<file path="src/rtl/apb_bridge_q.sv">
// apb_bridge_q
//   Queued APB4 requester bridge for the DFE filter array register bus.
//   Commands enter through a valid/ready port into a FIFO_DEPTH-entry queue.
//   Each popped command is latched and decoded, then driven through the APB
//   SETUP/ACCESS sequence. The result comes back on a valid/ready response port.
//
// Handshake rule for both cmd_* and rsp_* ports: a transfer happens on a
// rising PCLK edge where valid && ready are both 1. A source holds its
// payload stable while valid=1 and ready=0.
//
// Ports
//   PCLK, PRESET      clock, synchronous active-high reset
//   cmd_*             command input (valid/ready, write, addr, wdata, strb)
//   rsp_*             response output (valid/ready, rdata, err)
//   busy              queue non-empty, command latched, or transfer in flight
//   PSELx..PSLVERR    APB4 requester interface, one PSEL bit per completer
//   dbg_state         FSM state (0=IDLE, 1=SETUP, 2=ACCESS)
module apb_bridge_q #(
    parameter int ADDR_WIDTH = 32,
    parameter int DATA_WIDTH = 32,   // 8, 16 or 32
    parameter int COMP       = 4,    // number of completers, >= 2
    parameter int SEL_LSB    = 8,
    parameter int FIFO_DEPTH = 4,    // power of 2, >= 2
    parameter int TIMEOUT    = 16    // 0 disables the wait-state timeout
) (
    input  logic                    PCLK,
    input  logic                    PRESET,
    input  logic                    cmd_valid,
    output logic                    cmd_ready,
    input  logic                    cmd_write,
    input  logic [ADDR_WIDTH-1:0]   cmd_addr,
    input  logic [DATA_WIDTH-1:0]   cmd_wdata,
    input  logic [DATA_WIDTH/8-1:0] cmd_strb,
    output logic                    rsp_valid,
    input  logic                    rsp_ready,
    output logic [DATA_WIDTH-1:0]   rsp_rdata,
    output logic                    rsp_err,
    output logic                    busy,
    output logic [COMP-1:0]         PSELx,
    output logic                    PENABLE,
    output logic                    PWRITE,
    output logic [ADDR_WIDTH-1:0]   PADDR,
    output logic [DATA_WIDTH-1:0]   PWDATA,
    output logic [DATA_WIDTH/8-1:0] PSTRB,
    input  logic                    PREADY,
    input  logic [DATA_WIDTH-1:0]   PRDATA,
    input  logic                    PSLVERR,
    output logic [1:0]              dbg_state
);

    localparam int SW = DATA_WIDTH / 8;
    localparam int PW = $clog2(FIFO_DEPTH);
    // The select field is one bit wider than needed to name COMP completers,
    // so addresses just beyond the last completer decode as errors instead of
    // aliasing onto a real completer.
    localparam int IW = $clog2(COMP) + 1;
    localparam int TW = (TIMEOUT > 1) ? $clog2(TIMEOUT) : 1;

    typedef enum logic [1:0] {
        S_IDLE   = 2'd0,
        S_SETUP  = 2'd1,
        S_ACCESS = 2'd2
    } state_t;

    state_t state_q, state_d;

    // Command queue
    logic                  f_write_q [FIFO_DEPTH];
    logic [ADDR_WIDTH-1:0] f_addr_q  [FIFO_DEPTH];
    logic [DATA_WIDTH-1:0] f_wdata_q [FIFO_DEPTH];
    logic [SW-1:0]         f_strb_q  [FIFO_DEPTH];
    logic [PW-1:0]         wr_ptr_q, rd_ptr_q;
    logic [PW:0]           count_q;
    logic                  full, empty, push, pop;

    // Latched command awaiting dispatch / being transferred
    logic                  stg_q;
    logic                  stg_write_q;
    logic [ADDR_WIDTH-1:0] stg_addr_q;
    logic [DATA_WIDTH-1:0] stg_wdata_q;
    logic [SW-1:0]         stg_strb_q;
    logic [IW-1:0]         stg_idx_q;
    logic                  stg_err_q;
    logic [IW-1:0]         head_idx;

    // APB drive registers hold their values between transfers
    logic                  pwrite_q;
    logic [ADDR_WIDTH-1:0] paddr_q;
    logic [DATA_WIDTH-1:0] pwdata_q;
    logic [SW-1:0]         pstrb_q;
    logic [COMP-1:0]       sel_onehot;

    logic [TW-1:0]         tmo_cnt_q;
    logic                  tmo_hit, done, dec_fire, dispatch;

    logic                  rsp_valid_q, rsp_err_q;
    logic [DATA_WIDTH-1:0] rsp_rdata_q;

    assign full      = (count_q == (PW+1)'(FIFO_DEPTH));
    assign empty     = (count_q == '0);
    assign cmd_ready = !full;
    assign push      = cmd_valid && cmd_ready;
    // Only pop when the response slot will be free, so a finishing transfer
    // can never overwrite an unconsumed response.
    assign pop       = (state_q == S_IDLE) && !stg_q && !empty &&
                       (!rsp_valid_q || rsp_ready);
    assign head_idx  = f_addr_q[rd_ptr_q][SEL_LSB +: IW];

    assign dec_fire  = (state_q == S_IDLE) && stg_q && stg_err_q;
    assign dispatch  = (state_q == S_IDLE) && stg_q && !stg_err_q;
    assign tmo_hit   = (TIMEOUT != 0) && !PREADY && (tmo_cnt_q == TW'(TIMEOUT - 1));
    assign done      = (state_q == S_ACCESS) && (PREADY || tmo_hit);

    assign sel_onehot = {{(COMP-1){1'b0}}, 1'b1} << stg_idx_q;

    // FSM: state register
    always_ff @(posedge PCLK) begin
        if (PRESET) state_q <= S_IDLE;
        else        state_q <= state_d;
    end

    // FSM: next state
    always_comb begin
        state_d = state_q;
        case (state_q)
            S_IDLE:   if (dispatch) state_d = S_SETUP;
            S_SETUP:  state_d = S_ACCESS;
            S_ACCESS: if (done) state_d = S_IDLE;
            default:  state_d = S_IDLE;
        endcase
    end

    // FSM: outputs
    always_comb begin
        PSELx   = '0;
        PENABLE = 1'b0;
        case (state_q)
            S_SETUP:  PSELx = sel_onehot;
            S_ACCESS: begin
                PSELx   = sel_onehot;
                PENABLE = 1'b1;
            end
            default: ;
        endcase
    end

    // Queue storage needs no reset; only the pointers define its contents.
    always_ff @(posedge PCLK) begin
        if (push) begin
            f_write_q[wr_ptr_q] <= cmd_write;
            f_addr_q[wr_ptr_q]  <= cmd_addr;
            f_wdata_q[wr_ptr_q] <= cmd_wdata;
            f_strb_q[wr_ptr_q]  <= cmd_strb;
        end
    end

    always_ff @(posedge PCLK) begin
        if (PRESET) begin
            wr_ptr_q    <= '0;
            rd_ptr_q    <= '0;
            count_q     <= '0;
            stg_q       <= 1'b0;
            stg_write_q <= 1'b0;
            stg_addr_q  <= '0;
            stg_wdata_q <= '0;
            stg_strb_q  <= '0;
            stg_idx_q   <= '0;
            stg_err_q   <= 1'b0;
            pwrite_q    <= 1'b0;
            paddr_q     <= '0;
            pwdata_q    <= '0;
            pstrb_q     <= '0;
            tmo_cnt_q   <= '0;
            rsp_valid_q <= 1'b0;
            rsp_err_q   <= 1'b0;
            rsp_rdata_q <= '0;
        end else begin
            if (push) wr_ptr_q <= wr_ptr_q + PW'(1);
            if (pop)  rd_ptr_q <= rd_ptr_q + PW'(1);
            if (push && !pop)      count_q <= count_q + (PW+1)'(1);
            else if (pop && !push) count_q <= count_q - (PW+1)'(1);

            if (pop) begin
                stg_q       <= 1'b1;
                stg_write_q <= f_write_q[rd_ptr_q];
                stg_addr_q  <= f_addr_q[rd_ptr_q];
                stg_wdata_q <= f_wdata_q[rd_ptr_q];
                stg_strb_q  <= f_strb_q[rd_ptr_q];
                stg_idx_q   <= head_idx;
                stg_err_q   <= (head_idx >= IW'(COMP));
            end else if (dec_fire || dispatch) begin
                stg_q <= 1'b0;
            end

            // Reads never expose write data or strobes on the bus.
            if (dispatch) begin
                pwrite_q <= stg_write_q;
                paddr_q  <= stg_addr_q;
                pwdata_q <= stg_write_q ? stg_wdata_q : '0;
                pstrb_q  <= stg_write_q ? stg_strb_q  : '0;
            end

            if (state_q == S_SETUP)
                tmo_cnt_q <= '0;
            else if (state_q == S_ACCESS && !PREADY && !tmo_hit)
                tmo_cnt_q <= tmo_cnt_q + TW'(1);

            if (dec_fire) begin
                rsp_valid_q <= 1'b1;
                rsp_err_q   <= 1'b1;
                rsp_rdata_q <= '0;
            end else if (done) begin
                rsp_valid_q <= 1'b1;
                rsp_err_q   <= PREADY ? PSLVERR : 1'b1;
                rsp_rdata_q <= (PREADY && !PSLVERR && !pwrite_q) ? PRDATA : '0;
            end else if (rsp_valid_q && rsp_ready) begin
                rsp_valid_q <= 1'b0;
            end
        end
    end

    assign rsp_valid = rsp_valid_q;
    assign rsp_rdata = rsp_rdata_q;
    assign rsp_err   = rsp_err_q;
    assign PWRITE    = pwrite_q;
    assign PADDR     = paddr_q;
    assign PWDATA    = pwdata_q;
    assign PSTRB     = pstrb_q;
    // A latched command waiting for dispatch still counts as outstanding work.
    assign busy      = !empty || stg_q || (state_q != S_IDLE);
    assign dbg_state = state_q;

endmodule
</file>
<file path="config.mk">
export PLATFORM = sky130hd
export DESIGN_NAME = apb_bridge_q
export DESIGN_NICKNAME = d
export VERILOG_FILES = /design/src/rtl/apb_bridge_q.sv
export SDC_FILE = /design/constraint.sdc
export NUM_CORES = 1
export LEC_CHECK = 0
export CORE_ASPECT_RATIO = 1.4
export CORE_MARGIN = 3
export CORE_UTILIZATION = 38
export DETAILED_ROUTE_END_ITERATION = 10
export HOLD_SLACK_MARGIN = 0.12
export PLACE_DENSITY_LB_ADDON = 0.1
export SLEW_MARGIN = 10
export SYNTH_ARGS = -nofsm -noshare
export SYNTH_HDL_FRONTEND = slang
export SYNTH_SLANG_ARGS = --single-unit
</file>
<file path="constraint.sdc">
create_clock -name PCLK -period 10 [get_ports PCLK]
set_clock_uncertainty 0.2 [all_clocks]
set_input_delay 3 -clock PCLK [delete_from_list [all_inputs] [get_ports PCLK]]
set_output_delay 3 -clock PCLK [all_outputs]
set_load 0.05 [all_outputs]
</file>
==> results.rst <==
.. list-table::
   :header-rows: 1

   * - Metric
     - Value
   * - Vias in the first global route
     - 11,141
   * - Count of standard-cell rows
     - slightly above 90
   * - Clock period minus final worst setup slack
     - 6460 ps
   * - Met3 track demand over resource
     - 0.0271
   * - All-Layer GR Usage
     - 0.173
   * - Category of the worst setup path capture point
     - output pin
   * - Max-Slew Margin vs Limit
     - 0.274
   * - Yosys warning count
     - 0
   * - Iteration-0 DRC Markers
     - 803
   * - Path category of the worst min-delay check
     - reg -> reg
   * - CTS buffer count
     - 45
   * - Cell area after synthesis
     - 17,600 um2
   * - Power share of the combinational group
     - 0.250
   * - Primary flip-flop cell chosen by synthesis mapping
     - edfxtp_1
   * - Effective utilization at floorplan
     - 0.387
   * - Post-route design area
     - 21,700 um2
   * - Area after detailed placement
     - 20,200 um2
   * - Cell type of the slowest stage on the worst timing path
     - clkdlybuf4s50_1
   * - List of cells traversed by the critical path
     - inv_1 -> ha_1 -> nor2b_4 -> buf_4 -> nand2_1 -> clkdlybuf4s50_1
   * - Global route hottest layer
     - met2
   * - TritonCTS clock tree
     - built
   * - Total of buffers placed on input and output ports
     - 218
   * - Ports
     - 219
   * - Share of flip-flops with an asynchronous set or reset
     - 0
   * - GP Congestion
     - 0.686
   * - Cts hold-fix bufs
     - 0
   * - Setup WS post-layout
     - 3540 ps
   * - Remaining DRCs
     - 0
   * - Number of different library cells in the post-synthesis netlist
     - 46
   * - Syn Area/Cell
     - 14.0 um2
   * - Global-route wire length before repair
     - 66.6 mm
   * - Worst setup path startpoint
     - dbg_state[0]
   * - Clock insertion delay at the later pin of the skew report
     - 550 ps
   * - CTS Buffer Depth
     - 3
   * - Die boundary height
     - 261 um
   * - Share of total power in the clock network
     - 0.307
   * - Register bit total from synthesis
     - 464
   * - Share of total power in sequential cells
     - 0.443
   * - Final cell utilization of the core
     - 0.477
   * - Final nets
     - 1,535
   * - Total core area
     - 45,500 um2
   * - Leading cell type in the layout, fill and taps excluded
     - edfxtp_1
   * - Final-report setup violation count
     - 0
   * - Post-synthesis to final-layout area growth
     - 23.1%
   * - Reg2reg start
     - dbg_state[0]
   * - Outcome
     - finished clean
   * - Final hold vios
     - 0
   * - Largest net degree at the start of global routing
     - 81
   * - Worst slack at placement
     - 4050 ps
   * - CTS Sinks
     - 464
   * - Delay of the slowest cell on the worst path
     - ~750 ps
   * - Total wirelength of the detailed-routed design
     - 42.7 mm
   * - Via count normalized by instance count
     - 5.29
   * - Number of resized instances in the post-cts repair step
     - 0
   * - Total power divided by cell area
     - 252 nW/um2
   * - Switching Fraction
     - 0.318
   * - Fraction of the yosys area taken by sequential cells
     - 0.684
   * - Fillers
     - roughly 4,000
   * - Least-Margin Pin Slew
     - between 1000 and 1500 ps
   * - Met1 Use GR
     - 0.227
   * - Number of H-tree branching levels
     - 2
   * - HPWL after detailed placement
     - 24.7 mm
   * - Peak supply drop
     - 0.000147 V
   * - Post-layout power
     - 0.00546 W
   * - Buffer cell driving the clock tree root
     - clkbuf_16
   * - Post-CTS repair timing setup buffer count
     - 0
   * - Category of the critical setup timing path
     - reg -> out
   * - P_sw
     - between 0.0015 and 0.002 W
   * - Arrival time at the worst endpoint
     - 3260 ps
   * - Hold Startpoint
     - PWDATA[16]
   * - Wire length per cell after detailed routing
     - a little over 20 um
   * - Overall die area
     - 49,000 um2
   * - Met2 usage
     - 0.303
   * - Number of instances in the synthesized netlist
     - 1,254
   * - Worst path required time
     - 6800 ps
   * - Pleak
     - roughly 6.9 nW
   * - Final period util
     - 0.646
   * - EDFF count, synth
     - around 280
   * - Overflow left after global routing
     - 0
   * - Most frequent cells in the layout
     - edfxtp_1, clkdlybuf4s50_1, dfxtp_1, a21oi_1, nand2_1
   * - Critical path launch point type
     - flop
   * - Setup TNS
     - 0 ps
   * - Register clock-pin slew on the reported worst setup and hold paths
     - 60 ps
   * - Die width
     - 188 um
   * - Internal Power
     - around 0.0037 W
   * - Maximum frequency from static timing analysis
     - 155 MHz
   * - Number of antenna violations at the first check in global routing
     - 1
   * - Worst-path fanout max
     - 72
   * - Number of nets with antenna violations after detailed routing
     - 0
   * - Number of max-cap violations
     - 0
   * - Final max-slew violation count
     - 0
   * - Vias after detailed routing
     - about 11,000
   * - 1st-pass router iterations
     - 6
   * - Fraction of layout instances using a drive strength above 1
     - 0.119
   * - Unrepaired setup endpoints after global routing
     - false
   * - Syn_nets
     - between 1,000 and 1,500
==> worst paths after layout <==
path / slack, ps / to / depth (start not counted)
worst max register to register: 6750 / count_q[2] / 11
worst min-delay path: 250 / PWDATA[16] / 2
worst max-delay path: 3540 / busy / 6
worst min register to register: 250 / PWDATA[16] / 2
==> cell families after synthesis <==
group | Yosys count | share of synthesized area
AO/OA/AOI/OAI | 292 | 0.0998
XOR/XNOR | 2 | 0.000995
adder cells (fa/ha/maj) | 11 | 0.00824
buffers and inverters | 127 | 0.0325
flip-flops | 464 | 0.684
multiplexers | 74 | 0.0911
AND/OR/NAND/NOR | 284 | 0.0832
==> critical path, delay by kind of cell (launching register included) <==
kind,cells,cell delay [ps]
adders and majority gates,1,380
DFF,1,330
and+or+nand+nor,2,400
buffers and inverters,3,1540
==> metal layers <==
metal	up-vias	share of wire
met5	-	0
met1	5407	0.43
li1	5196	-
met3	51	0.045
met4	0	0.018
met2	280	0.50
==> flip-flops by register name (all words and copies together), names as in the netlist, 4 cells and up, named ones only <==
register / cells
stg_wdata_q: 32
f_addr_q: 128
PWDATA: 32
f_wdata_q: 128
f_strb_q: 16
PSTRB: 4
rsp_rdata: 32
stg_strb_q: 4
PADDR: 32
tmo_cnt_q: 4
f_write_q: 4
stg_addr_q: 32
==> cell type report <==
type | instances | area (um2) | area share
clock buffers | 65 | 1290 | 0.0597
clock inverters | 19 | 170 | 0.00785
repair buffers | 234 | 2300 | 0.106
well taps | 611 | 764 | 0.0353
multi-input cells | 663 | 5050 | 0.233
inverters | 9 | 33.8 | 0.00156
diodes | 1 | 2.50 | 0.000115
flip-flops and latches | 464 | 12100 | 0.556
==> power groups by stage <==
stage | Sequential [W] | Combinational (W) | Clock (W)
finish | 0.00242 | 0.00137 | 0.00168
floorplan | 0.00247 | 0.000972 | 0
CTS | 0.00242 | 0.00139 | 0.00173
detailed placement | 0.00246 | 0.00139 | 0
global placement | 0.00245 | 0.00138 | 0
global route | 0.00245 | 0.00150 | 0.00180
==> per-stage QoR <==
stage                     hold slack [ps]  std cells
after floorplan                       232       1254
after global placement                239       1981
after detailed placement              245       1981
after CTS                             251       2065
after global routing                  266       2065
final                                 248       2066
==> cell usage after synthesis, types with 2 or more instances <==
library cell,n,share of area
mux2i_1,4,0.0023
mux4_2,69,0.088
a21boi_0,2,0.00085
buf_2,41,0.012
ha_1,10,0.0071
nor2b_1,3,0.0011
nor4bb_1,2,0.0011
o211ai_1,32,0.014
edfxtp_1,276,0.47
clkbuf_1,56,0.012
inv_1,8,0.0017
nand2b_1,6,0.0021
dfxtp_1,188,0.21
a31oi_1,2,0.00071
xor2_1,2,0.00099
and4b_1,2,0.0011
o31ai_1,70,0.030
and3_1,4,0.0014
nand4_1,70,0.025
buf_1,10,0.0021
nand2_1,103,0.022
buf_4,10,0.0043
or3_1,5,0.0018
nand3_1,75,0.021
o21ai_1,5,0.0014
o21ai_0,32,0.0091
nor2_1,5,0.0011
nor3b_1,2,0.00085
a21oi_1,143,0.041
(Power assumes the default switching activity.)
